==> src/rtl/noc_pkg.sv <==
// -----------------------------------------------------------------------------
// noc_pkg
// Shared router definitions: port numbering, widths and the allocator state
// type used by the switch allocator and its round-robin arbiter.
// -----------------------------------------------------------------------------
package noc_pkg;

   localparam int NUM_PORTS = 5;
   localparam int PORT_ID_W = 3;
   localparam int CNT_WIDTH = 16;

   typedef logic [PORT_ID_W-1:0] port_id_t;

   localparam port_id_t LOCAL = 3'd0;
   localparam port_id_t WEST  = 3'd1;
   localparam port_id_t NORTH = 3'd2;
   localparam port_id_t EAST  = 3'd3;
   localparam port_id_t SOUTH = 3'd4;

   typedef enum logic {IDLE, LOCKED} alloc_state_t;

   // Next port index, wrapping SOUTH back to LOCAL.
   function automatic port_id_t next_port(input port_id_t p);
      return (p == port_id_t'(NUM_PORTS - 1)) ? '0 : port_id_t'(p + 3'd1);
   endfunction

endpackage

==> src/rtl/switch_allocator_rr_arbiter.sv <==
// -----------------------------------------------------------------------------
// rr_arbiter
// Combinational round-robin arbiter. The search starts one position after
// ptr and wraps, so the last winner has the lowest priority.
//   req   : request vector, one bit per input port
//   ptr   : index of the previous winner
//   grant : one-hot winner (all zero when req is zero)
//   idx   : encoded winner index (0 when req is zero)
//   any   : at least one request is present
// -----------------------------------------------------------------------------
module rr_arbiter
   import noc_pkg::*;
(
   input  logic [NUM_PORTS-1:0] req,
   input  port_id_t             ptr,
   output logic [NUM_PORTS-1:0] grant,
   output port_id_t             idx,
   output logic                 any
);

   port_id_t cand;

   // NOTE: every variable assigned in always_comb gets a default first, so no
   // path leaves it unassigned and no latch is inferred.
   always_comb begin
      grant = '0;
      idx   = '0;
      any   = 1'b0;
      cand  = ptr;
      for (int k = 0; k < NUM_PORTS; k++) begin
         cand = next_port(cand);
         if (!any && req[cand]) begin
            any         = 1'b1;
            grant[cand] = 1'b1;
            idx         = cand;
         end
      end
   end

endmodule

==> src/rtl/switch_allocator.sv <==
// -----------------------------------------------------------------------------
// switch_allocator
// Per-output wormhole switch allocator. Each output runs an IDLE/LOCKED FSM:
// in IDLE it picks one requesting input round-robin (one cycle, no transfer),
// in LOCKED it forwards the owner's flits until the tail flit is granted.
//   clk, rst_n : clock, synchronous active-low reset
//   in_valid   : input i has a flit at its buffer head
//   in_port    : requested output of input i, bits [3i+2:3i]
//   in_tail    : head flit of input i is a tail flit
//   out_ready  : downstream of output o can accept a flit
//   in_grant   : flit of input i transfers this cycle (buffer pop)
//   out_valid  : output o carries a flit this cycle
//   out_sel    : input index driving output o, bits [3o+2:3o]
//   req_err    : registered; a valid input requested port ID 5..7 last cycle
// Optional (macro SWITCH_ALLOC_PERF_CNT_EN):
//   flit_cnt, stall_cnt : saturating per-output transfer / stall counters
// -----------------------------------------------------------------------------
module switch_allocator
   import noc_pkg::*;
(
   input  logic                           clk,
   input  logic                           rst_n,
   input  logic [NUM_PORTS-1:0]           in_valid,
   input  logic [NUM_PORTS*PORT_ID_W-1:0] in_port,
   input  logic [NUM_PORTS-1:0]           in_tail,
   input  logic [NUM_PORTS-1:0]           out_ready,
   output logic [NUM_PORTS-1:0]           in_grant,
   output logic [NUM_PORTS-1:0]           out_valid,
   output logic [NUM_PORTS*PORT_ID_W-1:0] out_sel,
   output logic                           req_err
`ifdef SWITCH_ALLOC_PERF_CNT_EN
   ,
   output logic [NUM_PORTS*CNT_WIDTH-1:0] flit_cnt,
   output logic [NUM_PORTS*CNT_WIDTH-1:0] stall_cnt
`endif
);

   alloc_state_t         state  [NUM_PORTS];
   port_id_t             owner  [NUM_PORTS];
   port_id_t             rr_ptr [NUM_PORTS];

   port_id_t             req_port [NUM_PORTS];
   logic [NUM_PORTS-1:0] match    [NUM_PORTS];
   logic [NUM_PORTS-1:0] req_set  [NUM_PORTS];
   logic [NUM_PORTS-1:0] arb_grant [NUM_PORTS];
   port_id_t             arb_idx  [NUM_PORTS];
   logic [NUM_PORTS-1:0] arb_any;
   logic [NUM_PORTS-1:0] busy;
   logic [NUM_PORTS-1:0] claimed;
   logic [NUM_PORTS-1:0] bad_id;
   logic [NUM_PORTS-1:0] xfer;

   // Decode requests and build each output's eligible request set.
   always_comb begin
      busy    = '0;
      claimed = '0;
      bad_id  = '0;
      for (int i = 0; i < NUM_PORTS; i++) begin
         req_port[i] = in_port[i*PORT_ID_W +: PORT_ID_W];
         bad_id[i]   = (req_port[i] >= port_id_t'(NUM_PORTS));
      end
      for (int o = 0; o < NUM_PORTS; o++)
         if (state[o] == LOCKED) busy[owner[o]] = 1'b1;
      for (int o = 0; o < NUM_PORTS; o++) begin
         for (int i = 0; i < NUM_PORTS; i++)
            match[o][i] = in_valid[i] && (req_port[i] == port_id_t'(o));
         // Inputs owning an output are excluded, and anything seen by a
         // lower-index IDLE output is reserved for that output.
         req_set[o] = match[o] & ~busy & ~claimed;
         if (state[o] == IDLE) claimed = claimed | match[o];
      end
   end

   for (genvar o = 0; o < NUM_PORTS; o++) begin : g_arb
      rr_arbiter u_arb (
         .req   (req_set[o]),
         .ptr   (rr_ptr[o]),
         .grant (arb_grant[o]),
         .idx   (arb_idx[o]),
         .any   (arb_any[o])
      );
   end

   // Datapath outputs follow the lock state; nothing transfers while rst_n is low.
   always_comb begin
      in_grant  = '0;
      out_valid = '0;
      out_sel   = '0;
      xfer      = '0;
      for (int o = 0; o < NUM_PORTS; o++) begin
         if (rst_n && state[o] == LOCKED) begin
            out_valid[o] = in_valid[owner[o]] && (req_port[owner[o]] == port_id_t'(o));
            out_sel[o*PORT_ID_W +: PORT_ID_W] = owner[o];
            xfer[o] = out_valid[o] && out_ready[o];
            if (xfer[o]) in_grant[owner[o]] = 1'b1;
         end
      end
   end

   // NOTE: sequential state uses non-blocking assignments so every register
   // samples pre-edge values regardless of statement order.
   always_ff @(posedge clk) begin
      if (!rst_n) begin
         req_err <= 1'b0;
         for (int o = 0; o < NUM_PORTS; o++) begin
            state[o]  <= IDLE;
            owner[o]  <= '0;
            rr_ptr[o] <= '0;
         end
      end else begin
         req_err <= |(in_valid & bad_id);
         for (int o = 0; o < NUM_PORTS; o++) begin
            case (state[o])
               IDLE: if (arb_any[o]) begin
                  owner[o] <= arb_idx[o];
                  state[o] <= LOCKED;
               end
               LOCKED: if (xfer[o] && in_tail[owner[o]]) begin
                  state[o]  <= IDLE;
                  rr_ptr[o] <= owner[o];
               end
               default: state[o] <= IDLE;
            endcase
         end
      end
   end

`ifdef SWITCH_ALLOC_PERF_CNT_EN
   for (genvar o = 0; o < NUM_PORTS; o++) begin : g_cnt
      logic [CNT_WIDTH-1:0] f_cnt, s_cnt;
      always_ff @(posedge clk) begin
         if (!rst_n) begin
            f_cnt <= '0;
            s_cnt <= '0;
         end else begin
            if (out_valid[o] && out_ready[o] && !(&f_cnt)) f_cnt <= f_cnt + 1'b1;
            if (out_valid[o] && !out_ready[o] && !(&s_cnt)) s_cnt <= s_cnt + 1'b1;
         end
      end
      assign flit_cnt[o*CNT_WIDTH +: CNT_WIDTH]  = f_cnt;
      assign stall_cnt[o*CNT_WIDTH +: CNT_WIDTH] = s_cnt;
   end
`endif

endmodule
==> config.mk <==
export PLATFORM = sky130hd
export DESIGN_NAME = switch_allocator
export DESIGN_NICKNAME = d
export VERILOG_FILES = /design/src/rtl/noc_pkg.sv /design/src/rtl/switch_allocator_rr_arbiter.sv /design/src/rtl/switch_allocator.sv
export SDC_FILE = /design/constraint.sdc
export NUM_CORES = 1
export LEC_CHECK = 0
export BUFFER_PORTS_ARGS = -buffer_cell sky130_fd_sc_hd__buf_2
export CORE_UTILIZATION = 54
export DETAILED_ROUTE_END_ITERATION = 6
export GPL_TIMING_DRIVEN = 0
export PLACE_DENSITY = 0.75
export SYNTH_ARGS = -nofsm -noshare
export SYNTH_HDL_FRONTEND = slang
export SYNTH_SLANG_ARGS = --single-unit
export TNS_END_PERCENT = 30
==> constraint.sdc <==
create_clock -name clk -period 4.1 [get_ports clk]
set_input_delay 1.23 -clock clk [delete_from_list [all_inputs] [get_ports clk]]
set_output_delay 1.23 -clock clk [all_outputs]
set_load 0.02 [all_outputs]
==> flow_summary.yaml <==
status:
  status: "complete, but fails checks"
  violations: "design-rule violations, negative setup slack"
logic_synthesis:
  synthCells: 943
  avgSynthCellArea_sq_um: 7.51
  syn-cell-area_sq_um: 7080
  ys_types: 93
  yosysWarnings: 0
  synth_ff_type: "edfxtp_1"
  synthTopCellsByArea: "edfxtp_1, ha_1, mux2i_1, nand2_1, nor2_1"
  synth_edf_count: 34
  ys_seq_area_frac: 0.150
  synth_top_area_share: 0.144
  ys_seq_elements: 36
  synth_top_cell_by_area: "edfxtp_1"
  async_flop_share: 0
  syn_nets: 1015
global_routing:
  antenna_found_initial: 0
  grt_pass1_vias: 7392
  grt_max_degree: 12
  grt_remaining_overflow: 0
  grt.total_usage: 0.378
  grt_pass1_wl_mm: 39.3
finish:
  final-instance-count-excl-fill: 1268
  seqCellArea_sq_um: 1060
  fin_nets: 1167
  multiInputGateArea_sq_um: 6650
  antenna_cells: 0
  nFillCells: 956
  syn2layout_area_growth_pct: 36.9
  drive_above_1_share: 0.339
setup_path:
  reg2reg_slack_ns: -0.20
  r2r_start: "owner[0][14]"
  worst_setup_path_end_kind: "output port"
  cp-start-kind: "primary input"
  crit_fanout: 6
  worstSetupPathType: "primary input to output port"
  crit_path_end: "in_grant[3]"
  arrival_ns: 3.27
  ff2ff_path_depth: 12
  cp.required_ns: 2.87
  timing.rr.end: "owner[0][14]"
  startpoint: "in_valid[2]"
floorplan:
  rows: 41
  die_width_um: 117
  fp.dieArea_sq_um: 13600
  die_height_um: 117
  coreArea_sq_um: 12700
  initial_core_util: 0.557
  num_io_pins: 58
sta:
  maxSlewHeadroom: 0.254
  clock_skew_ns: 0.00989
  max_clock_freq_ghz: 0.222
  whs_ns: 0.589
  setup_viol: 24
  period_needed_ns: 4.50
  maxSlewViolCount: 0
  hold_violations: 0
  finalSetupTns_ns: -4.23
  worstMarginPinSlew_ns: 1.12
  rsz0062_at_grt: "yes"
  post-route-worst-setup-slack_ns: -0.405
  period_share: 1.10
route:
  num_vias: 8876
  drt-wirelength-per-cell_um: 22.8
  drc: 8
  drtIter0Drc: 1251
  wirelength_mm: 28.9
  drtAntennaViolNets: 0
  firstDrtPassIters: 7
  drt-vias-per-instance: 7.00
clock_network:
  cts_tree: "done"
  cts_buffers: 5
  clk_latency_ns: 0.29
  cts_num_sinks: 36
  clk_pin_slew_ns: 0.06
  cts_buffer_depth: 2
  clk_root_buffer_cell: "clkbuf_16"
  cts_max_level: 2
pwr:
  ir_drop_v: 0.000202
  p_per_area_nw_per_um2: 334
  p_leak_nw: 3.90
placement:
  place_ws_ns: -0.875
  dp_hpwl_mm: 19.4
  port_buffers: 55
  gp_congestion: 1.05
  dp.cells: 1170
hold_path:
  hold_class: "register to register"
run:
  cap_violations: 0
## layout make-up
cell class / instances / area share
Clock buffer: 6 / 0.0133
Inverter: 60 / 0.0241
Tap cell: 172 / 0.0222
Buffer: 37 / 0.0274
Multi-Input combinational cell: 806 / 0.685
Timing Repair Buffer: 149 / 0.115
Sequential cell: 36 / 0.109
Clock inverter: 2 / 0.00361
## worst min-delay path by stage
stage | start | end | slack (ns) | depth (start not counted)
after detailed placement | state[4] | state[4] | 0.58 | 2
final | state[4] | state[4] | 0.59 | 2
after global routing | state[4] | state[4] | 0.62 | 2
after CTS | state[4] | state[4] | 0.59 | 2
after floorplan | state[4] | state[4] | 0.50 | 2
after global placement | state[4] | state[4] | 0.56 | 2
## per-stage QoR
step            util  total power [W]  cell area (sq um)
3_5_place_dp   0.615          0.00222               7820
5_1_grt        0.762          0.00334               9700
2_1_floorplan      -          0.00176               7330
3_3_place_gp   0.615          0.00220               7820
4_1_cts        0.678          0.00279               8630
6_report       0.762          0.00324               9700
## state kept, by name, summed over array words and instances, names as in the netlist
signal and cells:
rr_ptr 15, req_err 1, state 5, owner 15
## per-layer routing
metal	vias up	track usage	part of all wire
met5	-	0	0
met4	0	0.191	0.053
met3	149	0.0581	0.11
met2	632	0.616	0.46
met1	4149	0.485	0.37
li1	3946	-	-
## what timing repair did
item,in CTS,in global routing
gates cloned,1,2
endpoints found under the setup margin,54,53
pin swaps,16,56
hold buffers,0,0
resized for setup,98,141
setup buffers,31,60
## cell usage after synthesis (all sizes together), types with 9 or more instances
cell type,number
nand2b,25
and3,29
or2,9
a31oi,24
edfxtp,34
and2,13
nand2,82
o211ai,13
nand3,39
mux2,13
ha,40
clkbuf,27
buf,14
mux2i,41
a22oi,20
nor2,79
or3,10
a21oi,39
a21o,10
nor3b,18
nor3,30
o21ai,36
a211o,12
nor4bb,12
nand4,10
nor2b,28
nor4,15
o22ai,15
inv,57
a211oi,9
## logic make-up after synthesis
| group | after synthesis | share of synthesized area |
|---|---|---|
| compound gates | 262 | 0.272 |
| xor+xnor | 5 | 0.00618 |
| fa+ha+maj | 40 | 0.0706 |
| buf+inv | 101 | 0.0585 |
| flops | 36 | 0.150 |
| mux | 60 | 0.100 |
| simple gates | 439 | 0.343 |
## power by group
| group | switching, W | total [W] | internal [W] | leakage, nW |
|---|---|---|---|---|
| Sequential | 0.0000919 | 0.000578 | 0.000486 | 0.368 |
| Combinational | 0.00131 | 0.00221 | 0.000905 | 3.45 |
| Clock | 0.000160 | 0.000446 | 0.000286 | 0.0808 |
## cell usage in the layout (no fill, tap or decap), drive strengths merged, types with 18 or more instances in the layout
cell / instances
and3: 29
nor3b: 18
nand2b: 25
nor3: 30
a22oi: 20
buf: 160
inv: 57
mux2i: 41
o21ai: 36
nand3: 39
nor2b: 28
nor2: 79
a31oi: 24
edfxtp: 34
clkbuf: 32
nand2: 82
ha: 40
a21oi: 39
## worst max-delay path: stages
cell and delay (ns):
buf_4 0.12, nor3b_4 0.21, mux2i_1 0.12, a211o_1 0.33
a211oi_4 0.26, and2_4 0.23, nor2b_4 0.20, nand3_2 0.10
o21ai_2 0.10, a31oi_2 0.07, o311ai_4 0.14, buf_6 0.16
(Power assumes the default switching activity.)
